`src/rtl/clash_pkg.sv`:
```
// Shared definitions for the card-deploy logic: unit indices, unit FSM states,
// the elixir cost table and the legal deploy field on screen.
package clash_pkg;

  localparam int NUM_UNITS = 4;

  typedef enum logic [1:0] {
    UNIT_AND  = 2'd0,
    UNIT_OR   = 2'd1,
    UNIT_NOT  = 2'd2,
    UNIT_NERD = 2'd3
  } unit_t;

  typedef enum logic [1:0] {
    ST_IDLE   = 2'd0,
    ST_HELD   = 2'd1,
    ST_DEPLOY = 2'd2,
    ST_ACTIVE = 2'd3
  } unit_state_t;

  // Indexed by unit_t: AND, OR, NOT, NERD.
  localparam logic [3:0] COST [NUM_UNITS] = '{4'd3, 4'd3, 4'd2, 4'd4};

  localparam logic [9:0] FIELD_X_MIN = 10'd320;
  localparam logic [9:0] FIELD_X_MAX = 10'd559;
  localparam logic [9:0] FIELD_Y_MIN = 10'd32;
  localparam logic [9:0] FIELD_Y_MAX = 10'd447;

  function automatic logic in_field(input logic [9:0] x, input logic [9:0] y);
    return (x >= FIELD_X_MIN) && (x <= FIELD_X_MAX) &&
           (y >= FIELD_Y_MIN) && (y <= FIELD_Y_MAX);
  endfunction

endpackage

```
`src/rtl/deploy_manager_if.sv`:
```
// Player-input and unit-control bundle between the game front end and deploy_manager.
interface deploy_manager_if;
  logic       vsync;
  logic       game_active;
  logic [3:0] key_sel;
  logic       mouse_btn;
  logic       cancel;
  logic [9:0] MouseX;
  logic [9:0] MouseY;
  logic [3:0] unit_dead;
  logic [3:0] idlein;
  logic [3:0] instatein;
  logic [3:0] deployin;
  logic [3:0] elixir;

  modport master (
    output vsync, game_active, key_sel, mouse_btn, cancel, MouseX, MouseY, unit_dead,
    input  idlein, instatein, deployin, elixir
  );

  modport slave (
    input  vsync, game_active, key_sel, mouse_btn, cancel, MouseX, MouseY, unit_dead,
    output idlein, instatein, deployin, elixir
  );
endinterface

```
`src/rtl/elixir_counter.sv`:
```
// Frame-driven elixir regeneration with same-cycle deduction; clears while the
// match is inactive.
module elixir_counter #(
  parameter int FRAMES_PER_ELIXIR = 60,
  parameter int ELIXIR_MAX        = 10,
  parameter int ELIXIR_START      = 5
) (
  input  logic       Clk,
  input  logic       reset_n,
  input  logic       game_active,
  input  logic       frame_tick,
  input  logic [3:0] deduct,
  output logic [3:0] elixir
);

  localparam int CNT_W = (FRAMES_PER_ELIXIR > 1) ? $clog2(FRAMES_PER_ELIXIR) : 1;
  localparam logic [CNT_W-1:0] CNT_LAST = CNT_W'(FRAMES_PER_ELIXIR - 1);

  logic [CNT_W-1:0] frame_cnt_reg, frame_cnt_next;
  logic [3:0]       elixir_reg, elixir_next;
  logic [4:0]       sum;
  logic             wrap;

  assign wrap = frame_tick && (frame_cnt_reg == CNT_LAST);

  always_comb begin
    frame_cnt_next = frame_cnt_reg;
    elixir_next    = elixir_reg;
    // deduct never exceeds elixir_reg, so the 5-bit sum cannot underflow
    sum = {1'b0, elixir_reg} - {1'b0, deduct} + {4'd0, wrap};
    if (!game_active) begin
      frame_cnt_next = '0;
      elixir_next    = 4'(ELIXIR_START);
    end else begin
      if (frame_tick) begin
        frame_cnt_next = wrap ? '0 : frame_cnt_reg + CNT_W'(1);
      end
      elixir_next = (sum > 5'(ELIXIR_MAX)) ? 4'(ELIXIR_MAX) : sum[3:0];
    end
  end

  always_ff @(posedge Clk or negedge reset_n) begin
    if (!reset_n) begin
      frame_cnt_reg <= '0;
      elixir_reg    <= 4'(ELIXIR_START);
    end else begin
      frame_cnt_reg <= frame_cnt_next;
      elixir_reg    <= elixir_next;
    end
  end

  assign elixir = elixir_reg;

endmodule

```
`src/rtl/deploy_manager.sv`:
```
// Card selection and deployment: one IDLE/HELD/DEPLOY/ACTIVE FSM per unit,
// gated by cursor position and the shared elixir pool.
module deploy_manager
  import clash_pkg::*;
#(
  parameter int FRAMES_PER_ELIXIR = 60,
  parameter int ELIXIR_MAX        = 10,
  parameter int ELIXIR_START      = 5
) (
  input  logic             Clk,
  input  logic             reset_n,
  deploy_manager_if.slave  dm
);

  logic                 vsync_d_reg, mouse_d_reg;
  logic                 frame_tick, click_ok;
  logic [NUM_UNITS-1:0] sel_fire, deploy_go;
  logic [NUM_UNITS-1:0] idle_vec, held_vec, deploy_vec;
  logic [3:0]           deduct, elixir_val;

  always_ff @(posedge Clk or negedge reset_n) begin
    if (!reset_n) begin
      vsync_d_reg <= 1'b0;
      mouse_d_reg <= 1'b0;
    end else begin
      vsync_d_reg <= dm.vsync;
      mouse_d_reg <= dm.mouse_btn;
    end
  end

  assign frame_tick = dm.vsync & ~vsync_d_reg;
  assign click_ok   = dm.game_active & dm.mouse_btn & ~mouse_d_reg &
                      in_field(dm.MouseX, dm.MouseY);

  // A selection only takes effect for a single key aimed at an idle unit.
  assign sel_fire = (dm.game_active && $onehot(dm.key_sel)) ? (dm.key_sel & idle_vec) : '0;

  always_comb begin
    deduct = '0;
    for (int i = 0; i < NUM_UNITS; i++) begin
      if (deploy_go[i]) deduct = deduct | COST[i];
    end
  end

  elixir_counter #(
    .FRAMES_PER_ELIXIR (FRAMES_PER_ELIXIR),
    .ELIXIR_MAX        (ELIXIR_MAX),
    .ELIXIR_START      (ELIXIR_START)
  ) u_elixir (
    .Clk         (Clk),
    .reset_n     (reset_n),
    .game_active (dm.game_active),
    .frame_tick  (frame_tick),
    .deduct      (deduct),
    .elixir      (elixir_val)
  );

  for (genvar gi = 0; gi < NUM_UNITS; gi++) begin : gen_unit
    unit_state_t state_reg, state_next;
    logic        tick_seen_reg, tick_seen_next;
    logic        idle_reg, held_reg, deploy_reg;

    // Cancel beats a new selection, which beats a click on the same cycle.
    assign deploy_go[gi] = (state_reg == ST_HELD) && dm.game_active && !dm.cancel &&
                           !(|sel_fire) && click_ok &&
                           (elixir_val >= COST[unit_t'(gi)]);

    always_ff @(posedge Clk or negedge reset_n) begin
      if (!reset_n) begin
        state_reg     <= ST_IDLE;
        tick_seen_reg <= 1'b0;
      end else begin
        state_reg     <= state_next;
        tick_seen_reg <= tick_seen_next;
      end
    end

    always_comb begin
      state_next     = state_reg;
      tick_seen_next = tick_seen_reg;
      if (!dm.game_active) begin
        state_next     = ST_IDLE;
        tick_seen_next = 1'b0;
      end else begin
        case (state_reg)
          ST_IDLE: begin
            if (sel_fire[gi]) state_next = ST_HELD;
          end
          ST_HELD: begin
            if (dm.cancel || (|sel_fire)) begin
              state_next = ST_IDLE;
            end else if (deploy_go[gi]) begin
              state_next     = ST_DEPLOY;
              tick_seen_next = 1'b0;
            end
          end
          ST_DEPLOY: begin
            // Leave one cycle after the first frame tick seen while deploying.
            if (tick_seen_reg) begin
              state_next     = ST_ACTIVE;
              tick_seen_next = 1'b0;
            end else if (frame_tick) begin
              tick_seen_next = 1'b1;
            end
          end
          ST_ACTIVE: begin
            if (dm.unit_dead[gi]) state_next = ST_IDLE;
          end
          default: state_next = ST_IDLE;
        endcase
      end
    end

    always_ff @(posedge Clk or negedge reset_n) begin
      if (!reset_n) begin
        idle_reg   <= 1'b1;
        held_reg   <= 1'b0;
        deploy_reg <= 1'b0;
      end else begin
        idle_reg   <= (state_next == ST_IDLE);
        held_reg   <= (state_next == ST_HELD);
        deploy_reg <= (state_next == ST_DEPLOY);
      end
    end

    assign idle_vec[gi]   = idle_reg;
    assign held_vec[gi]   = held_reg;
    assign deploy_vec[gi] = deploy_reg;
  end

  assign dm.idlein    = idle_vec;
  assign dm.instatein = held_vec;
  assign dm.deployin  = deploy_vec;
  assign dm.elixir    = elixir_val;

endmodule

```
`src/flat_wrapper.sv`:
```
// flat-port wrapper written by rule: the top's interface ports become plain ports
module deploy_manager_flat import clash_pkg::*;
#(
  parameter int FRAMES_PER_ELIXIR = 60,
  parameter int ELIXIR_MAX        = 10,
  parameter int ELIXIR_START      = 5
)
  (Clk, reset_n, dm_vsync, dm_game_active, dm_key_sel, dm_mouse_btn, dm_cancel, dm_MouseX, dm_MouseY, dm_unit_dead, dm_idlein, dm_instatein, dm_deployin, dm_elixir);
  deploy_manager_if dm_i ();
  input  logic Clk;
  input  logic reset_n;
  input wire logic [$bits(dm_i.vsync)-1:0] dm_vsync;
  input wire logic [$bits(dm_i.game_active)-1:0] dm_game_active;
  input wire logic [$bits(dm_i.key_sel)-1:0] dm_key_sel;
  input wire logic [$bits(dm_i.mouse_btn)-1:0] dm_mouse_btn;
  input wire logic [$bits(dm_i.cancel)-1:0] dm_cancel;
  input wire logic [$bits(dm_i.MouseX)-1:0] dm_MouseX;
  input wire logic [$bits(dm_i.MouseY)-1:0] dm_MouseY;
  input wire logic [$bits(dm_i.unit_dead)-1:0] dm_unit_dead;
  output wire logic [$bits(dm_i.idlein)-1:0] dm_idlein;
  output wire logic [$bits(dm_i.instatein)-1:0] dm_instatein;
  output wire logic [$bits(dm_i.deployin)-1:0] dm_deployin;
  output wire logic [$bits(dm_i.elixir)-1:0] dm_elixir;
  assign dm_i.vsync = dm_vsync;
  assign dm_i.game_active = dm_game_active;
  assign dm_i.key_sel = dm_key_sel;
  assign dm_i.mouse_btn = dm_mouse_btn;
  assign dm_i.cancel = dm_cancel;
  assign dm_i.MouseX = dm_MouseX;
  assign dm_i.MouseY = dm_MouseY;
  assign dm_i.unit_dead = dm_unit_dead;
  assign dm_idlein = dm_i.idlein;
  assign dm_instatein = dm_i.instatein;
  assign dm_deployin = dm_i.deployin;
  assign dm_elixir = dm_i.elixir;
  deploy_manager #(.FRAMES_PER_ELIXIR(FRAMES_PER_ELIXIR), .ELIXIR_MAX(ELIXIR_MAX), .ELIXIR_START(ELIXIR_START)) u_core (.Clk(Clk), .reset_n(reset_n), .dm(dm_i));
endmodule
```
`config.mk`:
```
export PLATFORM = sky130hd
export DESIGN_NAME = deploy_manager_flat
export DESIGN_NICKNAME = d
export VERILOG_FILES = /design/src/rtl/clash_pkg.sv /design/src/rtl/deploy_manager_if.sv /design/src/rtl/elixir_counter.sv /design/src/rtl/deploy_manager.sv /design/src/flat_wrapper.sv
export SDC_FILE = /design/constraint.sdc
export NUM_CORES = 1
export LEC_CHECK = 0
export ABC_AREA = 1
export CORE_ASPECT_RATIO = 1.5
export CORE_MARGIN = 2
export CORE_UTILIZATION = 55
export DETAILED_ROUTE_END_ITERATION = 10
export PLACE_DENSITY_LB_ADDON = 0.05
export SYNTH_ARGS = -nofsm -noshare
export SYNTH_HDL_FRONTEND = slang
export SYNTH_SLANG_ARGS = --single-unit
export TNS_END_PERCENT = 1
```
`constraint.sdc`:
```
create_clock -name Clk -period 4.3 [get_ports Clk]
set_input_delay 0.43 -clock Clk [delete_from_list [all_inputs] [get_ports Clk]]
set_output_delay 0.43 -clock Clk [all_outputs]
set_load 0.02 [all_outputs]
```
; Yosys cells after proc, flatten, opt, wreduce, memory -nomap -nowiden
; Cells that the tools add are included.
[totals]
latchBits = 0
ff_bits = 36
inputBits = 34
wordCells = 180
n_memories = 0
mem_bits_rw = 0
output_inout_bits = 16
mem_bits_ro = 0
[classes]
div = 0
n_eq_ne = 35
mux = 59
n_lt_le_gt_ge = 8
mul = 0
n_reduce_logical = 41
n_bitwise = 7
n_shift = 0
add_sub_neg = 6
[ops]
columns = op, count
row1 = 2-bit two-way mux, 27
row2 = 2-bit case mux with 4 select lines, 4
row3 = 1-bit logical AND, 25
row4 = "2-bit equality test, second input constant", 12
row5 = 6-bit two-way mux, 3
row6 = 1-bit two-way mux, 17
row7 = "2-bit by 1-bit equality test with 1-bit output, second input constant", 8
row8 = 2-bit zero test, 8
row9 = 4-bit two-way mux, 3
row10 = "3-bit by 1-bit inequality test with 1-bit output, second input constant", 4
row11 = "3-bit by 2-bit inequality test with 1-bit output, second input constant", 4
row12 = "3-bit inequality test, second input constant", 4
row13 = 3-bit AND reduction, 4
row14 = "10-bit by 6-bit greater-or-equal comparator with 1-bit output, second input constant", 1
row15 = "10-bit by 9-bit greater-or-equal comparator with 1-bit output, second input constant", 1
row16 = "10-bit <= comparator, second input constant", 1
row17 = "10-bit by 9-bit <= comparator with 1-bit output, second input constant", 1
row18 = "4-bit by 2-bit greater-or-equal comparator with 1-bit output, second input constant", 2
row19 = 1-bit case mux with 2 select lines, 4
row20 = "6-bit by 1-bit adder with 6-bit output, second input constant", 1
row21 = "6-bit equality test, second input constant", 1
row22 = 5-bit by 1-bit adder with 5-bit output, 1
row23 = "5-bit by 4-bit greater-than comparator with 1-bit output, second input constant", 1
row24 = 4-bit by 4-bit subtractor with 5-bit output, 1
row25 = 12 further kinds, 18

; Depth between registers and ports, before layout
; Gate-level depths: netlist of the first run.
[logic_depth]
word_depth = 19
ltp_mapped = 22
ltp_nobuf = 22

; Modules after synthesis
; Synthesis of the first run repeated with hierarchy kept, for this count alone.
[hier_totals]
cells_unflattened = 340
hier_area_um2 = 2479.9
[modules_own_cells]
columns = mod, n_inst, cells_per_inst, area_per_inst_um2, seq_area_each_um2
row1 = deploy_manager, 1, 242, 1741.7, 655.6
row2 = elixir_counter, 1, 98, 738.2, 252.7

; Worst setup path before layout of the first run
; No wires, ideal clock.
[synth_timing]
kind = input port to flip-flop
from = input dm_key_sel[0]
to = register u_core.u_elixir.elixir_reg[1] (netlist: u_core.u_elixir.elixir[1])
arrival_time_ns = 3.486
path_buffers = 0
required_time_ns = 4.180
setup_slack_ns = 0.695
path_stages = 20
setup_time_ns = 0.120
path_cell_list = ha_1 > ha_1 > fa_1 > inv_1 > nand2_1 > nor2_4 > o21ai_0 > nand3_1 > nor2_1 > nand2_1 > nand2_1 > ha_1 > inv_1 > ha_1 > fa_1 > xor2_1 > o21ai_0 > nand2_1 > o21ai_0 > inv_1
[synth_between]
elab_chain_len = 19
word_cells_on_any_way = 29
cone_classes = add/sub: 4 / order compare: 1 / eq/ne: 1 / mux: 7 / bitwise: 1 / reduce/logical: 15
[synth_rtl]
columns = element, line_no
row1 = from (decl), flat_wrapper.sv:14  ; input wire logic [$bits(dm_i.key_sel)-1:0] dm_key_sel;
row2 = 1-bit by 1-bit adder with 2-bit output (not written as such), deploy_manager.sv:36  ; assign sel_fire = (dm.game_active && $onehot(dm.key_sel)) ? (dm.key_sel & idle_vec) : '0;
row3 = 3-bit adder (not written as such), deploy_manager.sv:36
row4 = 3-bit by 1-bit equality test with 1-bit output, deploy_manager.sv:36
row5 = 1-bit logical AND, deploy_manager.sv:36
row6 = 4-bit two-way mux *, deploy_manager.sv:36
row7 = 4-bit OR reduction *, deploy_manager.sv:65  ; !(|sel_fire) && click_ok &&
row8 = 1-bit zero test *, deploy_manager.sv:65
row9 = 1-bit logical AND, deploy_manager.sv:64  ; assign deploy_go[gi] = (state_reg == ST_HELD) && dm.game_active && !dm.cancel &&
row10 = 1-bit logical AND (2 in series), deploy_manager.sv:65
row11 = 2-bit two-way mux (3 in series), deploy_manager.sv:41  ; if (deploy_go[i]) deduct = deduct | COST[i];
row12 = 3-bit two-way mux *, deploy_manager.sv:41
row13 = 4-bit by 4-bit subtractor with 5-bit output *, elixir_counter.sv:30  ; sum = {1'b0, elixir_reg} - {1'b0, deduct} + {4'd0, wrap};
row14 = 5-bit by 1-bit adder with 5-bit output *, elixir_counter.sv:30
row15 = 5-bit by 4-bit greater-than comparator with 1-bit output, elixir_counter.sv:38  ; elixir_next = (sum > 5'(ELIXIR_MAX)) ? 4'(ELIXIR_MAX) : sum[3:0];
row16 = 4-bit two-way mux *, elixir_counter.sv:38
row17 = 4-bit two-way mux *, elixir_counter.sv:31  ; if (!game_active) begin
row18 = net u_core.u_elixir.elixir_next[1], elixir_counter.sv:20  ; logic [3:0] elixir_reg, elixir_next;
row19 = to (signal assigned), elixir_counter.sv:45  ; elixir_reg <= 4'(ELIXIR_START);
row20 = to (signal assigned), elixir_counter.sv:48  ; elixir_reg <= elixir_next;
row21 = to (decl), elixir_counter.sv:20
; The timed path passes the listed nets; every way through them passes the cells marked *.
; A chain may end at the register's enable or synchronous reset.

; Worst setup path in the final report of the first run
; Ends and elaborated chain as after synthesis.

==> impl_summary.txt, run 1 <==
----------------------------------------------------
[Pwr]
  Peak VDD IR ... around 510 uV
  Static Leakage ... about 1.5 nW
  Pwr Total ... approximately 0.0013 W
  Cell Pwr Density ... between 400 and 500 nW/um^2

[Yosys]
  Leading cell types by total area after synthesis ... dfrtp_1, nand2_1, inv_1
  Fraction of the mapped netlist area in compound gates ... 0.09466
  Simple-Gate Fraction of Synth Area ... 0.2930
  XOR/XNOR Fraction of Synth Area ... 0.01481
  Post-synthesis cell count ... between 300 and 400
  Portion of synthesized cell area occupied by the leading cell type ... 0.3173
  Number of different library cells in the post-synthesis netlist ... 25
  Post-synthesis share of cell area spent on full adders, half adders and majority gates ... 0.07509
  Avg Synthesized Cell Area ... 7.170 um^2
  Combinational family with the most area after synthesis ... simple AND/OR/NAND/NOR gates
  Seq cells post-synth ... 36
  Fraction of synthesized area in multiplexers ... 0
  Synthesized netlist net count ... roughly 380
  Area of the mapped netlist ... 2366 um^2
  Warning count from the yosys run ... 0
  Post-synth top area cell ... dfrtp_1
  Post-synthesis sequential area ratio ... 0.3839

[Global route]
  Global routing usage on met3 ... 0.03236
  Met2 Usage GRT ... 0.4174
  Number of antenna violations at the first check in global routing ... 0
  GRT met1 Usage ... 0.2644
  Via count of the first global-routing pass ... between 2000 and 2500
  Wire length of the first global-routing pass ... just under 9 mm
  Total routing resource utilization after global routing ... 0.2297
  Maximum number of pins on one net before global-route repair ... 37
  Global-route layer with the greatest usage ... met2
  Total grt overflow ... 0

[Drt]
  DRC violation count after routing ... 0
  Pre-Repair DR Iteration Count ... 4
  Number of nets with antenna violations after detailed routing ... 0
  Total Wirelength ... about 4.9 mm
  Average detailed-routed wire length per instance ... ~12 um
  Violation count after the first detailed-routing iteration ... 38
  Vias per Instance ... approximately 5.0
  Total number of vias ... ~2100

[Floorplanning]
  Number of top-level pins ... 50
  Die width ... 57.55 um
  Height of the die ... between 80 and 90 um
  Die Outline Area ... a little under 5000 um^2
  Initial core utilization ... 0.5670
  Placeable core region ... ~4200 um^2
  Site row count ... 29

[Placement]
  Estimated wirelength of the detail-placed design ... roughly 3.8 mm
  Final GP Congestion ... ~0.77
  Number of port buffers ... 40
  Cell Count Post-Placement ... around 410

[Clocking]
  Maximum buffer depth of the clock tree ... 2
  Clock latency on the worst-skew pair ... 0.29 ns
  Clk root buf ... clkbuf_8
  Clock slew seen by the registers of the worst setup and hold paths ... about 0.070 ns
  TritonCTS clock tree ... yes
  Post-cts hold buffer count ... 0
  Number of sinks on the clock net ... 36
  CTS Buf Count ... 5
  CTS HTree Levels ... 2

[Flow run]
  Number of maximum-capacitance constraint violations ... 0

[Cells and area]
  Final antenna diode count ... 0
  Share of final-layout standard cells stronger than drive strength 1 ... 0.1067
  Number of standard cells in the layout, taps in and fillers out ... between 400 and 500
  Area Overhead vs Synth ... 23.06%
  Total number of nets in the final design ... approximately 420
  Number of flip-flops under the largest register name ... 8

[Worst setup path]
  Critical path's slowest cell ... fa_1
  Required arrival time at the worst endpoint ... between 4 and 5 ns
  Slowest stage delay, CP ... 0.48 ns
  Kind of start point of the critical path ... primary input
  Kind of capture point of the worst setup path ... register
  Startpoint-to-endpoint class of the critical path ... primary input to register
  Arrival time of data at the critical path endpoint ... between 4 and 5 ns
  Cells along the critical path ... clkdlybuf4s50_1 > ha_1 > ha_1 > fa_1 > inv_1 > nand2_1 > nor2_4 > o21ai_0 > nand3_1 > buf_4 > nor3_1 > nor2_1 > ha_1 > fa_1 > xor2_1 > o21ai_0 > nand2_1 > o21ai_0 > inv_1
  Critical path peak fanout ... 4

[STA]
  Maximum frequency from static timing analysis ... 0.2499 GHz
  Setup violation total in the final timing report ... 0
  Pin slew with the least headroom to its limit ... between 0.5 and 0.6 ns
  Worst max-slew margin expressed relative to the limit ... 0.6255
  Unrepaired setup endpoints after global routing ... no
  Summed negative setup slack over all endpoints ... 0 ns
  Final Hold Vio Count ... 0
  Period utilization ... 0.9307
  Minimum clock period ... roughly 4.0 ns
  Number of max-slew violations in the final report ... 0
  Worst setup skew after layout ... about 0.010 ns

[Outcome]
  Result of the run ... finished, final reports clean

[Worst hold path]
  Worst min-delay path class ... register to register

----------------------------------------------------
-- synth_stat cells, drive strengths merged --
cell    instances
a21boi          1
a21oi          11
buf            14
clkbuf          1
dfrtp          30
dfstp           6
fa              2
ha             11
inv            60
nand2          77
nand3          24
nor2           55
nor3            8
o21a            2
o21ai          18
o21bai          1
o22ai           3
o31ai           2
xor2            4
-- kinds of logic (layout without fill, tap and decap cells) --
kind of cell             count (synthesis)  count (layout)
buffers and inverters                   75             120
XOR/XNOR                                 4               4
flip-flops                              36              36
AND/OR/NAND/NOR                        164             164
adder cells (fa/ha/maj)                 13              13
AO/OA/AOI/OAI                           38              38
-- per-stage QoR --
stage          hold slack (ns)  setup WS, ns  utilization  cell area, um^2
6_report                0.5182        0.2979       0.6978             2912
5_1_grt                 0.5515       0.01501       0.6978             2912
4_1_cts                 0.5229        0.3285       0.6948             2899
3_5_place_dp            0.5030       0.02989       0.6738             2811
3_3_place_gp            0.4997       0.06298       0.6738             2811
2_1_floorplan           0.1344        0.6945            -             2366
-- layout by cell type (no fill, tap or decap) --
cell type and n:
a21boi_1 1, a21oi_1 7, a21oi_2 4, buf_4 12, clkbuf_8 5, clkdlybuf4s50_1 40, clkinv_2 2, clkinv_4 1
dfrtp_1 30, dfstp_2 6, fa_1 2, ha_1 11, inv_1 60, nand2_1 76, nand2_2 1, nand3_1 20
nand3_2 4, nor2_1 51, nor2_2 2, nor2_4 2, nor3_1 8, o21a_1 2, o21ai_0 18, o21bai_1 1
o22ai_1 3, o31ai_1 2, xor2_1 3, xor2_2 1
-- path summary, 6_finish.rpt --
kind                                                         startpoint                                           end  slack (ns)  cells after the start
max                                                       dm_key_sel[0]           u_core.u_elixir.elixir[1]$_DFF_PN0_        0.30                     19
min                        u_core.u_elixir.frame_cnt_reg[1]$_DFFE_PN0P_  u_core.u_elixir.frame_cnt_reg[1]$_DFFE_PN0P_        0.52                      2
max reg2reg                         u_core.u_elixir.elixir[0]$_DFF_PN1_           u_core.u_elixir.elixir[1]$_DFF_PN0_        1.05                     16
min reg2reg                u_core.u_elixir.frame_cnt_reg[1]$_DFFE_PN0P_  u_core.u_elixir.frame_cnt_reg[1]$_DFFE_PN0P_        0.52                      2
max in group asynchronous                                       reset_n           u_core.u_elixir.elixir[2]$_DFF_PN1_        3.37                      2
min in group asynchronous                                       reset_n     u_core.gen_unit[2].state_reg[1]$_DFF_PN0_        0.56                      2
-- critical path: cells and delay by family --
family / cells / cell delay (ns)
xor gates and xnor gates: 1 / 0.19
AOI/OAI and AO/OA: 3 / 0.41
and+or+nand+nor: 6 / 0.66
adders and majority gates: 5 / 1.78
buffers and inverters: 4 / 0.71
-- final cells by class --
class / instances / area (um^2)
multi-input combinational: 219 / 1142
fill: 362 / 1261
clock buffer: 5 / 68.82
timing repair buffer: 52 / 490.5
clock inverter: 3 / 18.77
inverter: 60 / 225.2
sequential: 36 / 908.4
tap: 46 / 57.56
-- power by group --
group | switching [W] | internal, W | leakage (nW)
registers | 0.0000499 | 0.000407 | 0.470
logic | 0.000339 | 0.000278 | 0.976
clock network | 0.000125 | 0.000113 | 0.0479
total | 0.000514 | 0.000798 | 1.49
-- metal layers --
layer  wire [um]  up-vias
met4          99        0
met3         163        7
met2        2603       44
met1        2007      972
li1            -     1099
met5           0        -
-- timing repair --
item	CTS	global route
resized for setup	0	3
endpoints found under the setup margin	0	1
setup buffers	0	0
No activity file was read; power rests on OpenSTA's default activity.
==> run 2, diff against run 1 <==
- CAP_MARGIN: not set -> 20
- CORE_UTILIZATION: 55 -> 40
- CTS_BUF_LIST: not set -> sky130_fd_sc_hd__clkbuf_4
==> impl_summary.txt, run 2 (synthesis gave the netlist of run 1 again) <==
----------------------------------------------------
[Drt]
  Number of nets with antenna violations after detailed routing ... 0 (unchanged)
  DRC violation count after routing ... 0 (unchanged)
  Total Wirelength ... 5.034 mm (+3.3%)
  Pre-Repair DR Iteration Count ... 4 (unchanged)
  Vias per Instance ... 4.580 (-9.1%)
  Total number of vias ... 2038 (-4.0%)
  Average detailed-routed wire length per instance ... 11.31 um (-2.3%)
  Violation count after the first detailed-routing iteration ... 79 (+110%)

[Worst setup path]
  Cells along the critical path ... clkdlybuf4s50_1 > ha_1 > ha_1 > fa_1 > inv_1 > nand2_1 > nor2_4 > o21ai_0 > nand3_1 > buf_4 > nor3_1 > nor2_1 > ha_1 > fa_1 > nand3_1 > nand2_1 > xor2_1 > nand2_1 > o21ai_0 > inv_1
  Startpoint-to-endpoint class of the critical path ... primary input to register
  Kind of capture point of the worst setup path ... register
  Buffers and inverters on the worst path ... 4 (unchanged)
  Slowest stage delay, CP ... 0.48 ns (about the same)
  Arrival time of data at the critical path endpoint ... 4.16 ns (-0.02 ns)
  Gate family responsible for the most delay along the worst path ... adder cells
  Required arrival time at the worst endpoint ... 4.55 ns (+0.07 ns)
  Kind of start point of the critical path ... primary input
  Critical path peak fanout ... 4 (unchanged)
  Critical path's slowest cell ... fa_1

[Flow run]
  Number of maximum-capacitance constraint violations ... 0 (unchanged)

[Cells and area]
  Share of final-layout standard cells stronger than drive strength 1 ... 0.09651 (-0.01015)
  Most frequent standard cell in the layout excluding fill and tap cells ... nand2_1
  Total number of nets in the final design ... 419 (-0.48%)
  Number of flip-flops under the largest register name ... 8 (unchanged)
  Final antenna diode count ... 0 (unchanged)
  Number of fillers in the final layout ... 603 (+67%)
  Area Overhead vs Synth ... 22.74%
  Commonest cells after routing, fill and taps aside ... nand2_1, inv_1, nor2_1

[Floorplanning]
  Die Outline Area ... 6559 um^2 (+35%)
  Placeable core region ... 5743 um^2 (+38%)
  Number of top-level pins ... 50 (unchanged)
  Initial core utilization ... 0.4120 (-0.1550)
  Die width ... 66.80 um (+16%)
  Height of the die ... 98.20 um (+16%)
  Site row count ... 34 (+17%)

[STA]
  Pin slew with the least headroom to its limit ... 0.8183 ns (+0.2624 ns)
  Final Hold Vio Count ... 0 (unchanged)
  Worst max-slew margin expressed relative to the limit ... 0.4545 (-0.1710)
  Unrepaired setup endpoints after global routing ... no
  Setup violation total in the final timing report ... 0 (unchanged)
  Summed negative setup slack over all endpoints ... 0 ns (unchanged)
  Worst setup skew after layout ... 0.009308 ns (-0.0008063 ns)
  Period utilization ... 0.9108 (-0.01996)
  Number of max-slew violations in the final report ... 0 (unchanged)
  Minimum clock period ... 3.916 ns (-0.08582 ns)
  Worst path setup slack after routing ... 0.3837 ns (+0.08582 ns)
  Maximum frequency from static timing analysis ... 0.2553 GHz (+2.2%)

[Global route]
  Total grt overflow ... 0 (unchanged)
  Met2 Usage GRT ... 0.3115 (-0.1058)
  GRT met1 Usage ... 0.1961 (-0.06835)
  Number of antenna violations at the first check in global routing ... 0 (unchanged)
  Wire length of the first global-routing pass ... 8.728 mm (-1.4%)
  Global routing usage on met3 ... 0.03226 (-0.00009941)
  Maximum number of pins on one net before global-route repair ... 37 (unchanged)
  Total routing resource utilization after global routing ... 0.1727 (-0.05700)
  Via count of the first global-routing pass ... 2068 (-2.8%)
  Global-route layer with the greatest usage ... met2

[Clocking]
  TritonCTS clock tree ... yes
  Clk root buf ... clkbuf_4
  Number of sinks on the clock net ... 36 (unchanged)
  Clock latency on the worst-skew pair ... 0.35 ns (+0.06 ns)
  Post-cts hold buffer count ... 0 (unchanged)
  Clock slew seen by the registers of the worst setup and hold paths ... 0.11 ns (+0.04 ns)
  Maximum buffer depth of the clock tree ... 2 (unchanged)
  Post-CTS sizing ... 0 (unchanged)
  CTS HTree Levels ... 2 (unchanged)
  CTS Buf Count ... 5 (unchanged)
  Number of buffers inserted by post-CTS setup repair ... 0 (unchanged)

[Placement]
  Final GP Congestion ... 0.7994 (+4.1%)
  Number of port buffers ... 40 (unchanged)
  Estimated wirelength of the detail-placed design ... 3.916 mm (+2.9%)
  Placement Setup Slack ... 0.02290 ns (-0.006982 ns)

[Outcome]
  Result of the run ... finished, final reports clean

[Pwr]
  Cell Pwr Density ... 443.6 nW/um^2 (-1.5%)
  Static Leakage ... 1.481 nW (-0.84%)
  Peak VDD IR ... 273.2 uV (-47%)

[Worst hold path]
  Worst min-delay path class ... primary input to async pin

----------------------------------------------------
## run 2: cell count changes in the layout (fill, tap and decap cells not counted), sizes merged
cell / previous run / this run
clkinv: 3 / 1
buf: 12 / 11
clkdlybuf4s50: 40 / 39
clkbuf: 5 / 6
bufinv: 0 / 1
## run 2: worst paths after layout
kind | depth (start not counted) | startpoint | end | slack (ns)
max in group asynchronous | 1 | reset_n | u_core.gen_unit[1].state_reg[0]$_DFF_PN0_ | 3.62
min reg2reg | 2 | u_core.u_elixir.frame_cnt_reg[5]$_DFFE_PN0P_ | u_core.u_elixir.frame_cnt_reg[5]$_DFFE_PN0P_ | 0.53
min | 1 | reset_n | u_core.mouse_d_reg$_DFF_PN0_ | 0.17
min in group Clk | 1 | dm_vsync | u_core.vsync_d_reg$_DFF_PN0_ | 0.53
max | 20 | dm_key_sel[0] | u_core.u_elixir.elixir[1]$_DFF_PN0_ | 0.38
max reg2reg | 17 | u_core.u_elixir.elixir[0]$_DFF_PN1_ | u_core.u_elixir.elixir[1]$_DFF_PN0_ | 1.09
## run 2: area by class of cell
| cell class | count | area (um^2) | share of cell area |
|---|---|---|---|
| multi-input cells | 219 | 1130 | 0.3891 |
| flip-flops and latches | 36 | 908.4 | 0.3128 |
| repair buffers | 50 | 470.5 | 0.1620 |
| inverters | 60 | 225.2 | 0.07755 |
| well taps | 72 | 90.09 | 0.03102 |
| clock buffers | 6 | 45.04 | 0.01551 |
| clock inverters | 2 | 35.03 | 0.01206 |
## run 2: metrics by stage
step                      utilization   power, W  instance area, um^2  cells  hold WS [ns]
after floorplan                     -  0.0008650                 2366    330        0.1344
after global placement         0.4917   0.001047                 2824    437        0.4949
after detailed placement       0.4917   0.001050                 2824    437        0.5022
after CTS                      0.5057   0.001304                 2904    445        0.1937
after global routing           0.5057   0.001404                 2904    445        0.2402
final                          0.5057   0.001288                 2904    445        0.1675
## run 2: worst reg2reg max path: stages, from the launching register on
cell     delay, ns
dfstp_2       0.57
inv_1         0.04
o21ai_0       0.46
inv_1         0.08
nor2_1        0.10
nand3_1       0.12
inv_1         0.10
nand2_1       0.07
nand2_1       0.10
nor2_1        0.05
ha_1          0.32
fa_1          0.47
nand3_1       0.09
nand2_1       0.06
xor2_1        0.20
nand2_1       0.09
o21ai_0       0.14
inv_1         0.05
## run 2: per-layer routing
metal | up-vias | routed length [um]
met5 | - | 0
li1 | 1091 | -
met1 | 920 | 2197
met2 | 22 | 2633
met3 | 5 | 125
met4 | 0 | 78
## run 2: report_power, final
| group | internal, W | switching, W |
|---|---|---|
| Clock | 0.000128 | 0.000121 |
| Combinational | 0.000256 | 0.000328 |
| Sequential | 0.000407 | 0.0000480 |
| Total | 0.000791 | 0.000497 |
